**src/rtl/divider.sv**
```systemverilog
// Sequential radix-2 non-restoring integer divider, signed or unsigned.
// start/busy/done handshake; results and flags hold until the next operation completes.
module divider #(
  parameter int unsigned WIDTH = 32
) (
  input  logic             clk,
  input  logic             rst,
  input  logic             start,
  input  logic             signed_op,
  input  logic [WIDTH-1:0] X,
  input  logic [WIDTH-1:0] Y,
  output logic             busy,
  output logic             done,
  output logic [WIDTH-1:0] quotient,
  output logic [WIDTH-1:0] remainder,
  output logic             div_by_zero,
  output logic             overflow
);

  localparam int unsigned AW = WIDTH + 1;
  localparam int unsigned CW = $clog2(WIDTH) + 1;
  localparam logic [WIDTH-1:0] MIN_NEG  = {1'b1, {(WIDTH-1){1'b0}}};
  localparam logic [WIDTH-1:0] ALL_ONES = {WIDTH{1'b1}};

  typedef enum logic [2:0] {
    S_IDLE,
    S_LOAD,
    S_ITER,
    S_CORR,
    S_SIGN,
    S_DONE
  } state_t;

  state_t           state;
  logic [AW-1:0]    a;
  logic [WIDTH-1:0] q;
  logic [AW-1:0]    m;
  logic [CW-1:0]    cnt;
  logic             sx;
  logic             sy;
  logic             sop;
  logic             dz;
  logic [WIDTH-1:0] xr;
  logic [WIDTH-1:0] yr;

  logic [AW-1:0]    a_sh;
  logic [AW-1:0]    a_step;
  logic [WIDTH-1:0] x_mag;
  logic [WIDTH-1:0] y_mag;
  logic [WIDTH-1:0] q_signed;
  logic [WIDTH-1:0] r_signed;

  // Datapath: one non-restoring step, operand magnitudes and final sign fix-up
  always_comb begin
    a_sh     = {a[WIDTH-1:0], q[WIDTH-1]};
    a_step   = a[WIDTH] ? (a_sh + m) : (a_sh - m);
    x_mag    = (sop && xr[WIDTH-1]) ? -xr : xr;
    y_mag    = (sop && yr[WIDTH-1]) ? -yr : yr;
    q_signed = (sx ^ sy) ? -q : q;
    r_signed = sx ? -a[WIDTH-1:0] : a[WIDTH-1:0];
  end

  always_ff @(posedge clk) begin
    if (rst) begin
      state       <= S_IDLE;
      busy        <= 1'b0;
      done        <= 1'b0;
      quotient    <= '0;
      remainder   <= '0;
      div_by_zero <= 1'b0;
      overflow    <= 1'b0;
      a           <= '0;
      q           <= '0;
      m           <= '0;
      cnt         <= '0;
      sx          <= 1'b0;
      sy          <= 1'b0;
      sop         <= 1'b0;
      dz          <= 1'b0;
      xr          <= '0;
      yr          <= '0;
    end else begin
      done <= 1'b0;
      case (state)
        S_IDLE: begin
          if (start) begin
            xr    <= X;
            yr    <= Y;
            sop   <= signed_op;
            busy  <= 1'b1;
            state <= S_LOAD;
          end
        end
        S_LOAD: begin
          sx <= sop & xr[WIDTH-1];
          sy <= sop & yr[WIDTH-1];
          if (yr == '0) begin
            // Zero divisor skips iteration but keeps the same exit path
            dz    <= 1'b1;
            state <= S_SIGN;
          end else begin
            dz    <= 1'b0;
            q     <= x_mag;
            m     <= {1'b0, y_mag};
            a     <= '0;
            cnt   <= '0;
            state <= S_ITER;
          end
        end
        S_ITER: begin
          a   <= a_step;
          q   <= {q[WIDTH-2:0], ~a_step[WIDTH]};
          cnt <= cnt + CW'(1);
          if (cnt == CW'(WIDTH - 1)) begin
            state <= S_CORR;
          end
        end
        S_CORR: begin
          if (a[WIDTH]) begin
            a <= a + m;
          end
          state <= S_SIGN;
        end
        S_SIGN: begin
          busy  <= 1'b0;
          done  <= 1'b1;
          state <= S_DONE;
          if (dz) begin
            quotient    <= ALL_ONES;
            remainder   <= xr;
            div_by_zero <= 1'b1;
            overflow    <= 1'b0;
          end else begin
            // Most-negative / -1 wraps naturally to most-negative with zero remainder
            quotient    <= q_signed;
            remainder   <= r_signed;
            div_by_zero <= 1'b0;
            overflow    <= sop && (xr == MIN_NEG) && (yr == ALL_ONES);
          end
        end
        S_DONE: begin
          state <= S_IDLE;
        end
        default: begin
          state <= S_IDLE;
        end
      endcase
    end
  end

endmodule

```
**config.mk**
```make
export PLATFORM = sky130hd
export DESIGN_NAME = divider
export DESIGN_NICKNAME = d
export VERILOG_FILES = /design/src/rtl/divider.sv
export SDC_FILE = /design/constraint.sdc
export NUM_CORES = 1
export LEC_CHECK = 0
export ABC_AREA = 1
export CAP_MARGIN = 25
export CORE_AREA = 2 2 177 179
export CTS_CLUSTER_DIAMETER = 100
export DETAILED_ROUTE_END_ITERATION = 8
export DIE_AREA = 0 0 179 181
export GPL_ROUTABILITY_DRIVEN = 0
export PLACE_DENSITY = 0.82
export SYNTH_ARGS = -nofsm -noshare
export SYNTH_HDL_FRONTEND = slang
export SYNTH_SLANG_ARGS = --single-unit
```
**constraint.sdc**
```tcl
create_clock -name clk -period 3.9 [get_ports clk]
set_input_delay 0.39 -clock clk [delete_from_list [all_inputs] [get_ports clk]]
set_output_delay 0.39 -clock clk [all_outputs]
set_load 0.05 [all_outputs]
```
==> metrics.csv <==
stage,metric,value,unit
run_status,status,"finished, final reports clean",
setup_path,Setup crit start,m[0]$_SDFFE_PP0P_,
yosys,ys flop type,dfxtp_1,
clock_tree,post-CTS setup buffers,0,
detailed_routing,Via density,5.92,
setup_path,R2R cell count,21,
placed_design,Placed Area,19700,um2
power,Peak supply drop,449,uV
placed_design,Final HPWL DP,47.7,mm
yosys,Seq cells post-synth,242,
setup_path,CP dominant cell by count,nand2_1,
clock_tree,CTS Hold Bufs,0,
setup_path,Crit Path Class,flop to flop,
detailed_routing,DRC,0,
setup_path,reg-to-reg endpoint,a[26]$_SDFFE_PP0P_,
setup_path,CP arrival,3990,ps
yosys,"Net Count, Synth",3147,
finish,Post-layout nets,3234,
global_route,global-route usage over all layers,37.9,%
setup_path,Worst EP required,4340,ps
yosys,Post-Syn Area,18100,um2
setup_path,Crit path largest cell delay,400,ps
clock_tree,CTS tree,built,
setup_path,CP bufs+invs,2,
global_route,vias in the first global route,18900,
global_route,GR peak layer,met2,
global_route,Global Route met2 Usage,54.9,%
detailed_routing,total wire length,62.2,mm
detailed_routing,DR pass1 iterations,7,
placed_design,IO Port Bufs,135,
yosys,YS warnings,0,
yosys,mean area per synthesized cell,6.03,um2
yosys,number of synthesized flops with an enable pin,0,
yosys,Post-synth ARST share,0,%
setup_path,Worst Setup Start Kind,flop,
clock_tree,Max Buffers Root-to-Sink,3,
floorplan,Initial Util,59.8,%
floorplan,core area,30300,um2
finish,diode count,0,
clock_tree,CTS root buf,clkbuf_16,
detailed_routing,antenna-violating nets left,0,
global_route,first-pass GRT wire length,97.6,mm
setup_path,crit-path cells,inv_1 -> ha_1 -> nand2_1 -> nor2_1 -> nand3_1 -> o21ai_2 -> o21ai_1 -> o21bai_1 -> xor2_1 -> ha_1 -> nand2_1 -> nor2_1 -> nand2_1 -> nor3_1 -> nand2_1 -> nand3_1 -> nand2_1 -> nand3_1 -> nand3_1 -> nand2_1 -> inv_1,
finish,Layout area overhead,13.7,%
sta,fin crit share,91.0,%
setup_path,"delay-heaviest family, CP",simple AND/OR/NAND/NOR gates,
clock_tree,"Reg clk slew, reported paths",60,ps
setup_path,CP Capture Type,flop,
setup_path,Worst R2R Start,m[0]$_SDFFE_PP0P_,
sta,Finish-stage setup viols,0,
setup_path,CP Depth,21,
global_route,largest net degree at the start of global routing,86,
power,PD cells,716,nW/um2
yosys,cell count after synthesis,3005,
power,Static Leak,9.90,nW
floorplan,Die Y,181,um
clock_tree,clk sink count,242,
sta,Max-Slew Margin vs Limit,30.3,%
finish,Finished Cell Area,20600,um2
finish,share of cells above drive strength 1,4.08,%
sta,Hold Fails Final Rpt,0,
sta,setup total negative slack,0,ps
clock_tree,H-Tree Level Count,1,
sta,Slew Limit Fails,0,
sta,clock skew,27.4,ps
run,max-cap violation count,0,
detailed_routing,drt wl/cell,17.7,um
clock_tree,post_cts resized,0,
sta,Worst Tran Pin Value,1040,ps
global_route,GR Util met3,9.07,%
sta,post-layout minimum cycle time,3550,ps
floorplan,Rows,64,
yosys,Netlist cell types,54,
sta,Max Fclk,282,MHz
hold_path,Hold WC Path Type,input port to flop,
setup_path,crit-path max FO,6,
floorplan,Die Width,179,um
setup_path,CP max stage cell,ha_1,
global_route,GRT met1 Usage,51.3,%
floorplan,num ports,136,
global_route,grt total ovfl,0,
detailed_routing,Iteration-0 DRC Markers,2724,
floorplan,Die Area,32400,um2
global_route,initial antenna violation count,0,
setup_path,CP endpoint,a[26]$_SDFFE_PP0P_,
setup_path,reg2reg setup slack,350,ps
clock_tree,clk_lat worst skew,570,ps
detailed_routing,DR vias,20800,
clock_tree,CTS buffer count,27,
sta,unrepaired setup endpoints after global routing,no,
yosys,sequential share of the synthesized area,26.7,%
[cell usage after synthesis, types with 12 or more instances]
cell,number,share of area [%]
o211ai_1,15,0.62
xnor2_1,13,0.63
buf_2,18,0.50
o221ai_1,12,0.58
nand3b_1,19,0.79
nand3_1,230,6.3
a21oi_1,217,6.0
nand2_1,786,16
clkbuf_1,67,1.4
or2_2,20,0.69
xor2_1,80,3.9
ha_1,72,5.0
nand4_1,30,1.0
inv_1,439,9.1
a31oi_1,31,1.1
nor2_1,317,6.6
o21ai_0,237,6.5
dfxtp_1,242,27
nor3_1,39,1.1
[worst min-delay path by stage]
stage                                     end  cells after the start  slack, ps                 from
after floorplan           cnt[5]$_SDFFE_PP0P_                      2        440  cnt[5]$_SDFFE_PP0P_
after global placement    cnt[5]$_SDFFE_PP0P_                      2        450  cnt[5]$_SDFFE_PP0P_
after detailed placement  cnt[5]$_SDFFE_PP0P_                      2        450  cnt[5]$_SDFFE_PP0P_
after CTS                 yr[16]$_SDFFE_PP0P_                      3        450                Y[16]
after global routing      yr[14]$_SDFFE_PP0P_                      3        490                Y[14]
final                      yr[9]$_SDFFE_PP0P_                      3        450                 Y[9]
[report_power, final]
group / switching (W) / internal (W)
Sequential: 0.000722 / 0.00291
Combinational: 0.00584 / 0.00271
Clock: 0.00111 / 0.00147
Total: 0.00767 / 0.00709
[worst reg2reg max path, delay by kind of cell (launching register included)]
| family | cells | cell delay, ps |
|---|---|---|
| and+or+nand+nor | 13 | 1590 |
| DFF | 1 | 330 |
| adders and majority gates | 2 | 580 |
| xor gates and xnor gates | 1 | 170 |
| buffers and inverters | 2 | 160 |
| AOI/OAI and AO/OA | 3 | 600 |
[routing by layer]
metal	share of wire, %	up-vias
met5	0	-
met3	13	260
met1	40	9240
met4	6.4	0
met2	41	1354
li1	-	9903
[area by class of cell]
cell class	count	area [um2]
sequential	242	4840
fill	2742	9730
multi-input combinational	2222	11200
tap	396	495
clock inverter	16	153
timing repair buffer	155	1510
clock buffer	34	732
inverter	444	1670
[layout by cell type, fill, tap and decap left out, drive strengths merged, types with 3 or more instances in the layout]
cell,netlist,final
clkinvlp,0,3
nand3b,19,19
inv,443,443
nand2,792,792
nand4,30,30
ha,72,72
a211oi,11,11
o221ai,12,12
clkbuf,69,34
o21bai,11,11
xnor2,13,13
a21oi,217,217
and2,4,4
o31ai,3,3
dfxtp,242,242
a31oi,31,31
clkinv,1,12
nor3,42,42
or2,22,22
o211ai,15,15
a21o,4,4
nand3,235,235
a221oi,10,10
clkdlybuf4s50,0,134
nor2,331,331
buf,28,21
nor4,11,11
xor2,80,80
o21ai,248,248
[logic make-up (layout without fill, tap and decap cells)]
logic type / Yosys count / in the layout / share of synthesized area [%]
flip-flops: 242 / 242 / 26.7
AO/OA/AOI/OAI: 569 / 569 / 17.3
XOR/XNOR: 93 / 93 / 4.49
buffers and inverters: 541 / 649 / 11.6
AND/OR/NAND/NOR: 1486 / 1486 / 34.8
adder cells (fa/ha/maj): 74 / 74 / 5.19
[flip-flops by register name (all words and copies together) (netlist names)]
signal	cells
div_by_zero	1
yr	32
sx	1
overflow	1
busy	1
m	32
state	3
done	1
remainder	32
cnt	6
xr	32
q	32
dz	1
sop	1
a	33
sy	1
quotient	32
[per-stage QoR]
step                      worst slack [ps]  hold WS [ps]  util [%]  std cells  total power, W
after floorplan                       1040           439         -       3005         0.00966
after global placement                 618           450      65.0       3458          0.0116
after detailed placement               500           454      65.0       3458          0.0118
after CTS                              476           454      67.9       3508          0.0144
after global routing                  59.8           492      67.9       3509          0.0158
final                                  352           454      67.9       3509          0.0148
No activity file was read; power rests on OpenSTA's default activity.
